**src/rtl/softmax_max_sub_if.sv**
```systemverilog
// Stream bundle for softmax_max_sub: input vector stream, output difference stream, truncation flag.
// The master side drives input elements and output backpressure; the slave side is the block itself.
interface softmax_max_sub_if #(
    parameter int DW = 32
);
    logic          in_valid;
    logic          in_ready;
    logic [DW-1:0] in_data;
    logic          in_last;
    logic          out_valid;
    logic          out_ready;
    logic [DW-1:0] out_data;
    logic          out_last;
    logic          trunc;

    modport master (
        output in_valid, in_data, in_last, out_ready,
        input  in_ready, out_valid, out_data, out_last, trunc
    );

    modport slave (
        input  in_valid, in_data, in_last, out_ready,
        output in_ready, out_valid, out_data, out_last, trunc
    );
endinterface

```
**src/rtl/softmax_max_sub.sv**
```systemverilog
// Softmax front end: buffers one Q.8 vector, tracks its maximum, then streams element - max (all <= 0).
// Define MAXSUB_SAT_EN to clamp extreme-range differences to the most negative value instead of wrapping.
//
// state | meaning
// LOAD  | accepting elements into the buffer, tracking the running maximum
// EMIT  | streaming buffered element minus maximum, inputs stalled
module softmax_max_sub #(
    parameter int DW    = 32,
    parameter int DEPTH = 64
) (
    input  logic             clk,
    input  logic             rst,
    softmax_max_sub_if.slave bus
);
    localparam int AW = $clog2(DEPTH);

    typedef enum logic {
        LOAD = 1'b0,
        EMIT = 1'b1
    } state_t;

    state_t               state_q, state_d;
    logic [AW-1:0]        wr_idx_q, wr_idx_d;
    logic [AW-1:0]        rd_idx_q, rd_idx_d;
    logic [AW-1:0]        last_idx_q, last_idx_d;
    logic signed [DW-1:0] max_q, max_d;
    logic                 have_first_q, have_first_d;
    logic                 trunc_q, trunc_d;
    logic signed [DW-1:0] mem_q [DEPTH];

    logic                 in_acc;
    logic                 out_hs;
    logic signed [DW-1:0] rd_elem;
    logic signed [DW-1:0] diff_red;

    assign in_acc  = bus.in_valid && (state_q == LOAD);
    assign out_hs  = bus.out_ready && (state_q == EMIT);
    assign rd_elem = mem_q[rd_idx_q];

`ifdef MAXSUB_SAT_EN
    logic [DW:0] diff;

    // The element never exceeds the max, so only the negative side can leave the DW range.
    always_comb begin
        diff = {rd_elem[DW-1], rd_elem} - {max_q[DW-1], max_q};
        if (diff[DW] && !diff[DW-1]) begin
            diff_red = {1'b1, {(DW-1){1'b0}}};
        end else begin
            diff_red = diff[DW-1:0];
        end
    end
`else
    // Modular DW-bit subtraction equals the low DW bits of the widened difference.
    assign diff_red = rd_elem - max_q;
`endif

    always_comb begin
        state_d      = state_q;
        wr_idx_d     = wr_idx_q;
        rd_idx_d     = rd_idx_q;
        last_idx_d   = last_idx_q;
        max_d        = max_q;
        have_first_d = have_first_q;
        trunc_d      = trunc_q;
        case (state_q)
            LOAD: begin
                if (in_acc) begin
                    wr_idx_d     = wr_idx_q + 1'b1;
                    have_first_d = 1'b1;
                    if (!have_first_q) begin
                        max_d   = bus.in_data;
                        trunc_d = 1'b0;
                    end else if ($signed(bus.in_data) > max_q) begin
                        max_d = bus.in_data;
                    end
                    // A full buffer closes the vector even without in_last.
                    if (bus.in_last || (wr_idx_q == AW'(DEPTH - 1))) begin
                        state_d    = EMIT;
                        last_idx_d = wr_idx_q;
                        trunc_d    = !bus.in_last;
                    end
                end
            end
            EMIT: begin
                if (out_hs) begin
                    if (rd_idx_q == last_idx_q) begin
                        state_d      = LOAD;
                        wr_idx_d     = '0;
                        rd_idx_d     = '0;
                        have_first_d = 1'b0;
                    end else begin
                        rd_idx_d = rd_idx_q + 1'b1;
                    end
                end
            end
            default: state_d = LOAD;
        endcase
    end

    always_ff @(posedge clk) begin
        if (rst) begin
            state_q      <= LOAD;
            wr_idx_q     <= '0;
            rd_idx_q     <= '0;
            last_idx_q   <= '0;
            max_q        <= '0;
            have_first_q <= 1'b0;
            trunc_q      <= 1'b0;
        end else begin
            state_q      <= state_d;
            wr_idx_q     <= wr_idx_d;
            rd_idx_q     <= rd_idx_d;
            last_idx_q   <= last_idx_d;
            max_q        <= max_d;
            have_first_q <= have_first_d;
            trunc_q      <= trunc_d;
        end
    end

    // Buffer contents need no reset; the indices alone decide what is valid.
    always_ff @(posedge clk) begin
        if (in_acc) begin
            mem_q[wr_idx_q] <= bus.in_data;
        end
    end

    assign bus.in_ready  = (state_q == LOAD);
    assign bus.out_valid = (state_q == EMIT);
    assign bus.out_last  = (state_q == EMIT) && (rd_idx_q == last_idx_q);
    assign bus.out_data  = (state_q == EMIT) ? diff_red : '0;
    assign bus.trunc     = trunc_q;
endmodule

```
**src/flat_wrapper.sv**
```systemverilog
// flat-port wrapper written by rule: the top's interface ports become plain ports
module softmax_max_sub_flat 
#(
    parameter int DW    = 32,
    parameter int DEPTH = 64
)
  (clk, rst, bus_in_valid, bus_in_data, bus_in_last, bus_out_ready, bus_in_ready, bus_out_valid, bus_out_data, bus_out_last, bus_trunc);
  softmax_max_sub_if #(.DW(DW)) bus_i ();
  input  logic clk;
  input  logic rst;
  input wire logic [$bits(bus_i.in_valid)-1:0] bus_in_valid;
  input wire logic [$bits(bus_i.in_data)-1:0] bus_in_data;
  input wire logic [$bits(bus_i.in_last)-1:0] bus_in_last;
  input wire logic [$bits(bus_i.out_ready)-1:0] bus_out_ready;
  output wire logic [$bits(bus_i.in_ready)-1:0] bus_in_ready;
  output wire logic [$bits(bus_i.out_valid)-1:0] bus_out_valid;
  output wire logic [$bits(bus_i.out_data)-1:0] bus_out_data;
  output wire logic [$bits(bus_i.out_last)-1:0] bus_out_last;
  output wire logic [$bits(bus_i.trunc)-1:0] bus_trunc;
  assign bus_i.in_valid = bus_in_valid;
  assign bus_i.in_data = bus_in_data;
  assign bus_i.in_last = bus_in_last;
  assign bus_i.out_ready = bus_out_ready;
  assign bus_in_ready = bus_i.in_ready;
  assign bus_out_valid = bus_i.out_valid;
  assign bus_out_data = bus_i.out_data;
  assign bus_out_last = bus_i.out_last;
  assign bus_trunc = bus_i.trunc;
  softmax_max_sub #(.DW(DW), .DEPTH(DEPTH)) u_core (.clk(clk), .rst(rst), .bus(bus_i));
endmodule
```
**config.mk**
```make
export PLATFORM = sky130hd
export DESIGN_NAME = softmax_max_sub_flat
export DESIGN_NICKNAME = d
export VERILOG_FILES = /design/src/rtl/softmax_max_sub_if.sv /design/src/rtl/softmax_max_sub.sv /design/src/flat_wrapper.sv
export SDC_FILE = /design/constraint.sdc
export NUM_CORES = 2
export LEC_CHECK = 0
export CELL_PAD_IN_SITES_DETAIL_PLACEMENT = 0
export CELL_PAD_IN_SITES_GLOBAL_PLACEMENT = 1
export CORE_UTILIZATION = 40
export DETAILED_ROUTE_END_ITERATION = 16
export PLACE_DENSITY_LB_ADDON = 0.1
export SYNTH_ARGS = -nofsm -noshare
export SYNTH_HDL_FRONTEND = slang
export SYNTH_SLANG_ARGS = --single-unit
export TNS_END_PERCENT = 50
```
**constraint.sdc**
```tcl
create_clock -name clk -period 5.5 [get_ports clk]
set_input_delay 0.825 -clock clk [delete_from_list [all_inputs] [get_ports clk]]
set_output_delay 0.825 -clock clk [all_outputs]
set_load 0.005 [all_outputs]
```
Word level (Yosys, flattened, before mapping)
Memories as Yosys holds them, arrays and structs flattened. A register that Yosys moved wholly into a read port is not among the register bits.
Index checks and enable logic that the tools add are counted.

operators by class
  bitwise logic cells = 1
  reduce and logical (&&, ||, !) cells = 10
  $lt $le $gt $ge = 1
  add/sub/neg operators = 3
  muxes and demuxes = 23
  eq/ne operators = 7

operators with widths
  cell                                                                     number
  32-bit two-way mux                                                       3
  6-bit two-way mux                                                        6
  32-bit greater-than comparator                                           1
  32-bit subtractor                                                        1
  6-bit by 1-bit adder with 6-bit output, second input constant            2
  6-bit case mux with 2 select lines                                       1
  3-bit AND reduction                                                      4
  1-bit two-way mux                                                        11
  2-bit inequality test, second input constant                             4
  6-bit equality test                                                      1
  6-bit equality test, second input constant                               1
  1-bit case mux with 2 select lines                                       2
  1-bit logical AND                                                        3
  2-bit by 1-bit inequality test with 1-bit output, second input constant  1
  2-bit AND reduction                                                      1
  1-bit zero test                                                          1
  1-bit logical OR                                                         1
  1-bit inverter                                                           1

word-level totals
  word-level logic and storage cells = 53
  memory bits (writable) = 2048
  input port bits = 37
  register bits = 53
  memories kept = 1

memories
  memory        words  bits a word  rd ports  clocked after Yosys merged registers in  wr ports  RTL line               text
  u_core.mem_q  64     32           1         1                                        1         softmax_max_sub.sv:29  logic signed [DW-1:0] mem_q [DEPTH];

Longest topological paths before layout
  depth in word-level cells = 5
  depth in mapped cells = 20
  depth with buffers taken out = 16

Worst setup path before layout
No wires, ideal clock.

  kind = reg2out
  from = register with a tool-made name
  to = output bus_out_data[29]
  cell stages (with the launch flop) = 17
  path slack = -41 ps
  arrival time = 4716 ps
  data required time = 4675 ps
  path through = dfxtp_1 > clkbuf_1 > clkbuf_1 > buf_1 > mux4_2 > mux4_2 > mux4_2 > ha_1 > clkbuf_1 > a21oi_1 > o21ai_0 > a32oi_1 > nand3_1 > o31ai_1 > o21ai_0 > a221oi_1 > mux2i_1

RTL lines
  item           RTL line            text
  end, declared  flat_wrapper.sv:17  output wire logic [$bits(bus_i.out_data)-1:0] bus_out_data;

==> results by group <==
Power and ir drop
  • Peak supply drop: 0.341 mV
  • Leak Pwr: 31.3 nW
  • Power Density: 341 nW/um2

Logic synthesis
  • Mapped cell area: 82900 um2
  • Register area share after synthesis: 75.6%
  • Synthesized area per cell: 22.9 um2
  • Post-Syn Nets: 3739
  • Top_reg_cell synth: edfxtp_1
  • YS warnings: 0
  • Post-synth EDFFs: 2048
  • Unique masters post-synth: 53
  • FF+latch count, synth: 2107
  • Fraction of registers with async set or reset after synthesis: 0%
  • Mapped Cells: 3627

Global routing
  • Total Routing Usage GR: 24.3%
  • Grt ovf: 0
  • Vias in the first global route: 42.7k
  • First-pass GRT wire length: 348000 um
  • Initial antenna violation count: 25
  • Largest net degree at the start of global routing: 70

Route
  • Routed WL per cell: 35.4 um
  • 1st-iter DRT viols: 5180
  • Routed Antenna Nets: 0
  • Post-Route WL: 252000 um
  • Residual DRC: 0
  • DR vias/cell: 5.87
  • TritonRoute pass-1 iters: 5
  • Via Count: 41.8k

Status
  • Failing checks: negative setup slack
  • Outcome: finished, violations left

Placed design
  • Hpwl dp: 147000 um
  • Final GP Congestion: 0.858
  • Number of port buffers: 72

Floorplan
  • Core box area: 205000 um2
  • Boundary Pins: 73
  • Die Y: 457 um
  • Die ar.: 209000 um2
  • Initial Util: 40.4%
  • Die Width: 457 um
  • # rows: 166

Final layout
  • Most frequent cells in the layout: edfxtp_1 (2048), mux4_2 (663), buf_4 (368)
  • Synth-to-Final Area Change: 21.0%
  • Storage cell area: 62700 um2
  • Layout Utilization: 48.9%
  • Final net count: 4362
  • Number of fill cells: 16.5k
  • Layout cell share with drive strength beyond 1: 39.9%
  • Area of the multi-input gates: 20600 um2
  • Most common cell after layout, fill and taps aside: edfxtp_1

Worst setup path
  • Worst Setup Start Kind: register
  • Arrival @ worst endpoint: 5.74 ns
  • Crit path buf inv count: 12
  • Worst EP required: 4.68 ns
  • Critical-path cell list: buf_12 -> buf_16 -> buf_16 -> buf_16 -> buf_12 -> buf_6 -> mux4_2 -> mux4_2 -> mux4_2 -> ha_4 -> nor2_1 -> nor3_2 -> nor2_2 -> a21oi_4 -> o31ai_4 -> buf_6 -> buf_4 -> buf_6 -> buf_6 -> buf_6 -> xor2_2 -> nor2_1 -> buf_2
  • Highest-delay cell along the critical path: mux4_2
  • Max incr delay on CP: 0.60 ns
  • Crit Path Max Fanout: 8
  • WS Path Type: reg -> out
  • Crit path capture type: primary output
  • Crit path max-delay family: multiplexers
  • Most used cell along the critical path: buf_6

STA
  • Fmax: 0.152 GHz
  • Hold WS: 0.223 ns
  • RSZ-0062 raised after global routing: yes
  • Clk_skew: 0.0315 ns
  • Final slew viol count: 0
  • Fin crit share: 119%
  • Worst Max-Slew Pin Slew: 0.966 ns
  • Setup Viol. Count Final: 29
  • Endpoints failing hold: 0
  • Fin crit period: 6.57 ns
  • Max transition margin: 35.6%
  • Setup ws final: -1.07 ns

Clocking
  • Clock Sinks: 2107
  • Hold_buf cts: 0
  • Total CTS buffers: 215
  • CTS root buffer: clkbuf_16
  • Worst-skew pair later-pin latency: 0.86 ns
  • Clk slew on worst S/H paths: 0.06 ns
  • CTS tree: done
  • Clk buf depth: 3
  • H-tree depth: 4

Run
  • Max-cap violation count: 0

Hold path
  • Hold crit path type: in -> reg
==> timing repair <==
action | CTS | global route
cloned | 18 | 0
resized for setup | 294 | 68
endpoints found under the setup margin | 31 | 30
setup buffers | 87 | 19
pin swaps | 81 | 50
==> power breakdown <==
part           total, mW  leakage [nW]  internal, mW  switching [mW]
registers           17.7          18.9          17.7          0.0216
clock network       14.7          3.44          8.51            6.17
logic               1.86          8.95         0.764            1.10
==> layer usage <==
layer / track usage, % / part of all wire, % / vias up
met5: 0 / 0.011 / -
met4: 4.84 / 1.7 / 4
met3: 3.51 / 6.7 / 268
met2: 39.5 / 49 / 1611
met1: 35.0 / 43 / 23200
li1: - / - / 16700
==> flip-flops by register name, indices dropped and copies added, names as in the netlist, named ones only <==
name / flops
u_core.bus.out_valid: 1
u_core.bus.trunc: 1
u_core.have_first_q: 1
u_core.last_idx_q: 6
u_core.max_q: 32
u_core.mem_q: 2048
u_core.rd_idx_q: 6
u_core.wr_idx_q: 6
==> final timing paths <==
kind	start	end	slack, ns	cells past startpoint
worst max register to register	u_core.max_q[27]$_SDFFE_PP0P_	u_core.max_q[21]$_SDFFE_PP0P_	2.13	12
worst max-delay path	register	bus_out_data[23]	-1.07	23
worst min register to register	u_core.max_q[31]$_SDFFE_PP0P_	u_core.max_q[31]$_SDFFE_PP0P_	0.52	2
worst min-delay path	bus_in_data[0]	u_core.mem_q[16][0]$_DFFE_PP_	0.22	1
==> synth_stat cells (2+ instances only) <==
cell type | instances | area, um2
o31ai_1 | 34 | 255
o21bai_1 | 3 | 22.5
dfxtp_1 | 59 | 1180
and3_1 | 3 | 18.8
or2_2 | 3 | 18.8
nor3b_1 | 2 | 15.0
mux2_2 | 9 | 101
o21ai_0 | 24 | 120
nand3b_1 | 2 | 15.0
mux2i_1 | 21 | 210
nand4_1 | 21 | 131
a21oi_1 | 51 | 255
clkbuf_1 | 109 | 409
a31oi_1 | 3 | 18.8
nor2b_1 | 8 | 50.1
a311oi_1 | 2 | 17.5
nor2_1 | 119 | 447
buf_4 | 18 | 135
inv_1 | 71 | 267
nand2b_1 | 12 | 75.1
xnor2_1 | 19 | 166
o211ai_1 | 3 | 22.5
and2_1 | 6 | 37.5
nand2_1 | 43 | 161
o21ai_1 | 2 | 10.0
buf_6 | 9 | 101
edfxtp_1 | 2048 | 61500
nor3_1 | 10 | 50.1
buf_1 | 24 | 90.1
a221oi_1 | 3 | 26.3
buf_2 | 30 | 150
o21a_1 | 9 | 67.6
a41o_1 | 2 | 20.0
a21o_1 | 26 | 195
ha_1 | 74 | 926
mux4_2 | 663 | 14900
nand3_1 | 18 | 90.1
nor4_1 | 3 | 18.8
or3_1 | 2 | 12.5
a211o_1 | 32 | 280
xor2_1 | 15 | 131
==> through the flow <==
stage / setup slack (ns) / power (mW) / std cells / TNS (ns) / area (um2)
floorplan: 0.00445 / 18.6 / 3627 / 0 / 82900
global placement: -1.18 / 19.5 / 6609 / -11.73 / 90400
detailed placement: -0.951 / 19.5 / 6609 / -10.72 / 90400
CTS: -1.06 / 34.4 / 7110 / -23.47 / 99900
global route: -1.23 / 35.2 / 7123 / -23.87 / 100000
finish: -1.07 / 34.2 / 7126 / -18.84 / 100000
==> worst register-to-register path: stages, from the launching register on <==
cell and delay (ns):
dfxtp_1 0.30, inv_1 0.24, ha_1 0.31, and3_1 0.22, a221oi_1 0.40, nor2_1 0.11, a311oi_1 0.21, o21ai_1 0.17
o41ai_4 0.37, buf_4 0.30, nand2_1 0.08, buf_4 0.27, o31ai_1 0.30
==> area by class of cell <==
class                   instances  area share (%)
flip-flops and latches       2107            62.5
multi-input cells            1258            20.6
repair buffers                596            6.23
clock buffers                 258            5.63
well taps                    2688            3.35
clock inverters               143            1.40
inverters                      72           0.270
diodes                          4         0.00998
==> kinds of logic after synthesis <==
kind of cell	after synthesis	share of synthesized area (%)
AOI/OAI and AO/OA	201	1.68
DFF	2107	75.6
xor gates and xnor gates	34	0.359
adders and majority gates	75	1.14
and+or+nand+nor	255	1.41
buffers and inverters	262	1.39
muxes	693	18.4
(Power assumes the default switching activity.)
